## src/rtl/instruction_decoder_sequencer_if.sv

```systemverilog
// Bus between the instruction decoder/sequencer (master) and the
// program memory / computational unit side (slave).
interface instruction_decoder_sequencer_if #(
    parameter int PC_WIDTH = 8
);
    logic [7:0]          pm_data;
    logic                r_eq_0;
    logic [7:0]          from_CU;
    logic [PC_WIDTH-1:0] pm_addr;
    logic [3:0]          ir_nibble;
    logic [3:0]          source_sel;
    logic [8:0]          reg_en;
    logic                i_sel;
    logic                x_sel;
    logic                y_sel;
    logic                cu_sync_reset;
    logic                halted;

    modport master (
        input  pm_data, r_eq_0, from_CU,
        output pm_addr, ir_nibble, source_sel, reg_en, i_sel, x_sel, y_sel,
               cu_sync_reset, halted
    );

    modport slave (
        output pm_data, r_eq_0, from_CU,
        input  pm_addr, ir_nibble, source_sel, reg_en, i_sel, x_sel, y_sel,
               cu_sync_reset, halted
    );
endinterface

```

## src/rtl/instruction_decoder_sequencer.sv

```systemverilog
// Two-cycle FETCH/EXEC sequencer and instruction decoder for the 4-bit datapath.
// Defining SINGLE_STEP_EN adds a step_req input and a WAIT state after each EXEC.
module instruction_decoder_sequencer #(
    parameter int                  PC_WIDTH     = 8,
    parameter logic [PC_WIDTH-1:0] RESET_VECTOR = '0
) (
    input  logic clk,
    input  logic sync_reset_n,
`ifdef SINGLE_STEP_EN
    input  logic step_req,
`endif
    instruction_decoder_sequencer_if.master bus
);

`ifdef SINGLE_STEP_EN
    typedef enum logic [1:0] {FETCH, EXEC, HALT, WAIT} state_e;
`else
    typedef enum logic [1:0] {FETCH, EXEC, HALT} state_e;
`endif

    state_e              state_q, state_d;
    logic [PC_WIDTH-1:0] pc_q, pc_d;
    logic [7:0]          ir_q, ir_d;

    logic       isLoad, isMove, isAlu, isJnz, isJmpi, isHalt;
    logic [2:0] moveDst, moveSrc;
    logic [3:0] sourceSel;
    logic [8:0] regEn;
    logic       iSel, xSel, ySel;

    // Destination codes map straight onto reg_en bits except o_reg (code 4 -> bit 8).
    function automatic logic [8:0] dstOneHot(input logic [2:0] code);
        logic [8:0] onehot;
        onehot = '0;
        if (code == 3'd4) onehot[8] = 1'b1;
        else              onehot[code] = 1'b1;
        return onehot;
    endfunction

    assign isLoad  = ~ir_q[7];
    assign isMove  = (ir_q[7:6] == 2'b10);
    assign isAlu   = (ir_q[7:5] == 3'b110);
    assign isJnz   = (ir_q[7:4] == 4'hE);
    assign isJmpi  = (ir_q == 8'hF0);
    assign isHalt  = (ir_q == 8'hF1);
    assign moveDst = ir_q[5:3];
    assign moveSrc = ir_q[2:0];

    always_ff @(posedge clk) begin
        if (!sync_reset_n) begin
            state_q <= FETCH;
            pc_q    <= RESET_VECTOR;
            ir_q    <= 8'hFF;
        end else begin
            state_q <= state_d;
            pc_q    <= pc_d;
            ir_q    <= ir_d;
        end
    end

    always_comb begin
        state_d = state_q;
        pc_d    = pc_q;
        ir_d    = ir_q;
        case (state_q)
            FETCH: begin
                ir_d    = bus.pm_data;
                pc_d    = pc_q + 1'b1;
                state_d = EXEC;
            end
            EXEC: begin
`ifdef SINGLE_STEP_EN
                state_d = WAIT;
`else
                state_d = FETCH;
`endif
                if (isJnz && !bus.r_eq_0) pc_d = {pc_q[PC_WIDTH-1:4], ir_q[3:0]};
                if (isJmpi)               pc_d = bus.from_CU[PC_WIDTH-1:0];
                if (isHalt)               state_d = HALT;
            end
            HALT: state_d = HALT;
`ifdef SINGLE_STEP_EN
            WAIT: if (step_req) state_d = FETCH;
`endif
            default: state_d = FETCH;
        endcase
    end

    // Writes to index register i via i+m happen whenever dm is touched, unless i is the target.
    always_comb begin
        sourceSel = 4'd0;
        regEn     = '0;
        iSel      = 1'b0;
        xSel      = 1'b0;
        ySel      = 1'b0;
        if (state_q == EXEC) begin
            if (isLoad) begin
                sourceSel = 4'd8;
                regEn     = dstOneHot(ir_q[6:4]);
                if (ir_q[6:4] == 3'd7) begin
                    regEn[6] = 1'b1;
                    iSel     = 1'b1;
                end
            end else if (isMove) begin
                sourceSel = (moveDst == moveSrc) ? 4'd9 : {1'b0, moveSrc};
                regEn     = dstOneHot(moveDst);
                if (moveDst == 3'd7 || moveSrc == 3'd7) begin
                    regEn[6] = 1'b1;
                    iSel     = (moveDst != 3'd6);
                end
            end else if (isAlu) begin
                xSel     = ir_q[4];
                ySel     = ir_q[3];
                regEn[4] = 1'b1;
            end
        end
    end

    assign bus.pm_addr       = pc_q;
    assign bus.ir_nibble     = ir_q[3:0];
    assign bus.source_sel    = sourceSel;
    assign bus.reg_en        = regEn;
    assign bus.i_sel         = iSel;
    assign bus.x_sel         = xSel;
    assign bus.y_sel         = ySel;
    assign bus.cu_sync_reset = ~sync_reset_n;
    assign bus.halted        = (state_q == HALT);

endmodule

```

## src/flat_wrapper.sv

```systemverilog
// flat-port wrapper written by rule: the top's interface ports become plain ports
module instruction_decoder_sequencer_flat 
#(
    parameter int                  PC_WIDTH     = 8,
    parameter logic [PC_WIDTH-1:0] RESET_VECTOR = '0
)
  (clk, sync_reset_n, bus_pm_data, bus_r_eq_0, bus_from_CU, bus_pm_addr, bus_ir_nibble, bus_source_sel, bus_reg_en, bus_i_sel, bus_x_sel, bus_y_sel, bus_cu_sync_reset, bus_halted);
  instruction_decoder_sequencer_if #(.PC_WIDTH(PC_WIDTH)) bus_i ();
  input  logic clk;
  input  logic sync_reset_n;
  input wire logic [$bits(bus_i.pm_data)-1:0] bus_pm_data;
  input wire logic [$bits(bus_i.r_eq_0)-1:0] bus_r_eq_0;
  input wire logic [$bits(bus_i.from_CU)-1:0] bus_from_CU;
  output wire logic [$bits(bus_i.pm_addr)-1:0] bus_pm_addr;
  output wire logic [$bits(bus_i.ir_nibble)-1:0] bus_ir_nibble;
  output wire logic [$bits(bus_i.source_sel)-1:0] bus_source_sel;
  output wire logic [$bits(bus_i.reg_en)-1:0] bus_reg_en;
  output wire logic [$bits(bus_i.i_sel)-1:0] bus_i_sel;
  output wire logic [$bits(bus_i.x_sel)-1:0] bus_x_sel;
  output wire logic [$bits(bus_i.y_sel)-1:0] bus_y_sel;
  output wire logic [$bits(bus_i.cu_sync_reset)-1:0] bus_cu_sync_reset;
  output wire logic [$bits(bus_i.halted)-1:0] bus_halted;
  assign bus_i.pm_data = bus_pm_data;
  assign bus_i.r_eq_0 = bus_r_eq_0;
  assign bus_i.from_CU = bus_from_CU;
  assign bus_pm_addr = bus_i.pm_addr;
  assign bus_ir_nibble = bus_i.ir_nibble;
  assign bus_source_sel = bus_i.source_sel;
  assign bus_reg_en = bus_i.reg_en;
  assign bus_i_sel = bus_i.i_sel;
  assign bus_x_sel = bus_i.x_sel;
  assign bus_y_sel = bus_i.y_sel;
  assign bus_cu_sync_reset = bus_i.cu_sync_reset;
  assign bus_halted = bus_i.halted;
  instruction_decoder_sequencer #(.PC_WIDTH(PC_WIDTH), .RESET_VECTOR(RESET_VECTOR)) u_core (.clk(clk), .sync_reset_n(sync_reset_n), .bus(bus_i));
endmodule
```

## config.mk

```make
export PLATFORM = sky130hd
export DESIGN_NAME = instruction_decoder_sequencer_flat
export DESIGN_NICKNAME = d
export VERILOG_FILES = /design/src/rtl/instruction_decoder_sequencer_if.sv /design/src/rtl/instruction_decoder_sequencer.sv /design/src/flat_wrapper.sv
export SDC_FILE = /design/constraint.sdc
export NUM_CORES = 1
export LEC_CHECK = 0
export ABC_AREA = 1
export BUFFER_PORTS_ARGS = -buffer_cell sky130_fd_sc_hd__buf_2
export CORE_UTILIZATION = 38
export DETAILED_ROUTE_END_ITERATION = 8
export PLACE_DENSITY = 0.67
export SYNTH_ARGS = -nofsm -noshare
export SYNTH_HDL_FRONTEND = slang
export SYNTH_SLANG_ARGS = --single-unit
```

## constraint.sdc

```tcl
create_clock -name clk -period 2.5 [get_ports clk]
set_input_delay 0.125 -clock clk [delete_from_list [all_inputs] [get_ports clk]]
set_output_delay 0.125 -clock clk [all_outputs]
set_load 0.02 [all_outputs]
```

Word-level counts from Yosys, hierarchy flattened. Index checks and enable logic that the tools add are counted.

Register bits after elaboration: 18. Input port bits: 19. Output and inout bits: 30. Word-level logic and storage cells: 73.

Add/sub/neg operators: 1. Magnitude comparators: 4. Eq/ne operators: 16. Multiplexer cells: 38. Bitwise operators: 1. Reduce and logical (&&, ||, !) cells: 9.

Operator list (number): 4-bit 2-to-1 mux (7); 8-bit 2-to-1 mux (3); 1-bit 2-to-1 mux (21); 3-bit equality test, second input constant (6); 9-bit 2-to-1 mux (2); 8-bit equality test, second input constant (2); 8-bit case mux with 2 select lines (1); 3-bit by 5-bit less-than comparator with 1-bit output, second input constant (2); 8-bit by 1-bit adder with 8-bit output, second input constant (1); 1-bit demux with 3-bit select (2); 3-bit by 1-bit >= comparator with 1-bit output, second input constant (2); 2-bit case mux with 3 select lines (1); 2-bit equality test, second input constant (2); 4-bit equality test, second input constant (1); 2-bit AND reduction (2); 3-bit equality test (1); 1-bit logical AND (3); 3-bit by 1-bit != test with 1-bit output, second input constant (1); 3-bit != test, second input constant (1); 2-bit by 1-bit equality test with 1-bit output, second input constant (1); 2-bit zero test (1); 2-bit 2-to-1 mux (1); 2-bit by 1-bit != test with 1-bit output, second input constant (1); 2-bit nonzero test (1); 3 further kinds (3).

Logic depth before layout (Yosys ltp).
Depth in word-level cells: 9. Depth in mapped cells: 9. Mapped depth without buffers: 9.

Worst setup path after synthesis. No wires, ideal clock.

Path kind: register to output. From: register u_core.state_q[1]. To: output port bus_reg_en[5]. Arrival time: 1.437 ns. Data required time: 2.375 ns. Path slack: 0.938 ns. Cell stages (with the launch flop): 5. Path buffers: 1. Cells stage by stage: dfxtp_1 inv_2 nand2_2 buf_2 o41ai_1.

Cells in the longest elaborated chain, start to end: 2.

Ends and longest elaborated chain: from (decl) (line instruction_decoder_sequencer.sv:21) `state_e state_q, state_d;`; from (signal assigned) (line instruction_decoder_sequencer.sv:55) `state_q <= state_d;`; 2-bit by 1-bit equality test with 1-bit output (line instruction_decoder_sequencer.sv:96) `if (state_q == EXEC) begin`; 9-bit 2-to-1 mux (line instruction_decoder_sequencer.sv:96); to (decl) (line flat_wrapper.sv:17) `output wire logic [$bits(bus_i.reg_en)-1:0] bus_reg_en;`.

Every way passes these cells.

Final worst setup path.
From: register u_core.ir_q[5]. To: output port bus_reg_en[2].

Cells in the longest elaborated chain, start to end: 8.

Ends and longest elaborated chain: from (decl) (line instruction_decoder_sequencer.sv:23) `logic [7:0] ir_q, ir_d;`; from (signal assigned) (line instruction_decoder_sequencer.sv:57) `ir_q <= ir_d;`; 3-bit by 5-bit less-than comparator with 1-bit output (implied by the code) / 3-bit by 1-bit >= comparator with 1-bit output (equally long branches) (line instruction_decoder_sequencer.sv:36) `else onehot[code] = 1'b1;`; 1-bit logical AND (implied by the code) (line instruction_decoder_sequencer.sv:36); 1-bit 2-to-1 mux (implied by the code) (line instruction_decoder_sequencer.sv:36); 1-bit demux with 3-bit select; 8-bit 2-to-1 mux (line instruction_decoder_sequencer.sv:35) `if (code == 3'd4) onehot[8] = 1'b1;`; 4-bit 2-to-1 mux (line instruction_decoder_sequencer.sv:104) `end else if (isMove) begin`; 9-bit 2-to-1 mux * (line instruction_decoder_sequencer.sv:97) `if (isLoad) begin`; 9-bit 2-to-1 mux * (line instruction_decoder_sequencer.sv:96).

Mark *: on every way between the ends. The rest lies on a longest branch, timed or not.

==> results_dict.tcl <==
set metrics [dict create \
    layoutNonFillerInstCount 302 \
    hold_buffers 0 \
    path_clk_slew_ns 0.11 \
    grtUsageTotal_pct 19.8 \
    die_x_um 61.1 \
    place.gp.congestion 0.875 \
    nets 277 \
    worstMarginPinSlew_ns 0.406 \
    crit_type "reg -> out" \
    slowest_stage "dfxtp_1" \
    numPlacedInstances 298 \
    final_cell_mix "buf_2, nand2_1, nor2_1" \
    crit_path_end_kind "primary output" \
    cts.path.max_buffers 2 \
    hp-class "in -> reg" \
    synth_top_area_share_pct 27.2 \
    layout_commonest_cell "buf_2" \
    r2r-end "u_core.bus.pm_addr[7]$_SDFFE_PN0P_" \
    synth_top_area_cell "dfxtp_1" \
    powerDensity_nw_per_um2 484 \
    path_cells "inv_1 -> nor2_1 -> o21ai_0 -> nor3_1 -> buf_2" \
    drtIter0Drc 70 \
    start_util_pct 39.7 \
    regToRegSetupSlack_ns 0.99 \
    grt_pass1_vias 1267 \
    synth_nets 235 \
    row_count 21 \
    netlist_instances 215 \
    io_buffer_count 48 \
    yosysWarnings 0 \
    maxSlewViolCount 0 \
    seq_area_frac_synth_pct 27.2 \
    reg2reg_depth 7 \
    area_growth_pct 20.1 \
    rsz0062_at_grt "false" \
    vias 1479 \
    grt_overflow 0 \
    fp.dieH_um 61.1 \
    finalCriticalPeriod_ns 1.84 \
    dp_hpwl_um 2670 \
    cts_buffers 3 \
    critPathMaxStageDelay_ns 0.53 \
    cts_tree "built" \
    core_um2 3340 \
    post_cts_buffers 0 \
    num_io_pins 49 \
    syn_avg_cell_area_um2 6.17 \
    viasPerCell 4.90 \
    hold_end "u_core.ir_q[0]$_SDFFE_PN1P_" \
    ys_ff_latch 18 \
    status "finished clean" \
    die-area_um2 3730 \
    drtAntennaViolNets 0 \
    fin_crit_sh_pct 73.7 \
    grt_first_pass_wirelength_um 5510 \
    wire_per_inst_um 11.5 \
    cts_max_level 1 \
    setup_viol 0 \
    grt_antenna_before_repair 0 \
    antenna_cells 0 \
    cp-start-kind "flip-flop" \
    ir_drop_mv 0.264 \
    drt_wl_total_um 3470 \
    cp_max_fo 8 \
    finish.utilization_pct 47.7 \
    grt_max_degree 17 \
    min_path_cells 3 \
    drcViolationCount 0 \
    layout-drive-gt1-share_pct 24.6 \
    synth.area.top_cells "dfxtp_1, nand2_1, nor2_1, inv_1, a21oi_1" \
    fin_setup_tns_ns 0 \
    critPathArrivalTime_ns 1.72 \
    max-cap-violations 0 \
    syn-cell-area_um2 1330 \
    root_buffer "clkbuf_4" \
    required_ns 2.38 \
    hold_violations 0 \
    r2r_start "u_core.ir_q[5]$_SDFFE_PN1P_" \
    ys_types 28 \
    finClkSkew_ns 0.0138 \
    clock.fmax_ghz 0.543 \
    clkLatencyLatePin_ns 0.30 \
    slew_headroom_pct 72.9 \
    cts_resized 0 \
    dr.pass1.iters 4 \
    cts_num_sinks 18 \
    p_leak_uw 0.000835 \
    holdCritStartpoint "bus_pm_data[0]" \
]
## registers in the layout, summed over array words and instances, names as in the netlist
register	count
u_core.state_q	2
u_core.ir_q	8
u_core.bus.pm_addr	8
## where the power goes
part / leakage [µW] / internal [µW] / switching [µW]
Combinational: 0.000664 / 84.8 / 159
Clock: 0.0000210 / 88.7 / 91.4
Sequential: 0.000150 / 311 / 37.0
## kinds of logic after synthesis
logic type,count (synthesis),synth area share (%)
flops,18,27.2
fa+ha+maj,1,0.943
simple gates,114,40.3
buf+inv,37,12.5
xor+xnor,3,1.98
compound gates,42,17.2
## critical path: cells and delay by family, from the launching register on
| family | cells | cell delay, ns |
|---|---|---|
| buffers and inverters | 2 | 0.33 |
| AO/OA/AOI/OAI | 1 | 0.15 |
| flip-flops | 1 | 0.53 |
| AND/OR/NAND/NOR | 2 | 0.43 |
## how the worst max path moves through the flow
stage	startpoint	to	slack (ns)
CTS	u_core.state_q[0]$_SDFF_PN0_	bus_reg_en[8]	0.65
detailed placement	u_core.state_q[0]$_SDFF_PN0_	bus_reg_en[8]	0.99
global route	u_core.ir_q[5]$_SDFFE_PN1P_	bus_reg_en[8]	0.44
floorplan	u_core.state_q[1]$_SDFF_PN0_	bus_reg_en[5]	0.94
global placement	u_core.ir_q[5]$_SDFFE_PN1P_	bus_reg_en[2]	0.98
finish	u_core.ir_q[5]$_SDFFE_PN1P_	bus_reg_en[2]	0.66
## layout make-up
class,instances,area [µm²]
inverter,26,97.6
fill,399,1740
tap,46,57.6
sequential,18,360
clock buffer,4,36.3
timing repair buffer,48,240
multi-input combinational,160,801
## metrics by stage
step	hold WS [ns]	cell area [µm²]	power, µW	setup WS [ns]
after global routing	0.00857	1590	834	0.444
final	0.0267	1590	771	0.657
after CTS	0.0217	1590	780	0.649
after global placement	0.339	1560	598	0.977
after detailed placement	0.342	1560	597	0.988
after floorplan	0.251	1330	534	0.938
## synth_stat cells (all sizes together)
master,n
xnor2,3
o41ai,1
nand2,50
ha,1
nor2,30
nor3,7
nor4,1
a21oi,16
o21bai,2
o21a,1
clkbuf,2
a31oi,2
a22oi,1
dfxtp,18
inv,26
o21ai,18
o22ai,1
nand4,10
buf,9
nand3,16
## per-layer routing
metal,up-vias,wire [µm],share of wire [%],global-route usage (%)
met5,-,0,0,0
met4,0,19,0.55,2.92
met3,2,187,5.4,3.78
met2,37,1600,46,32.5
met1,650,1660,48,27.4
li1,790,-,-,-
No activity file was read; power rests on OpenSTA's default activity.
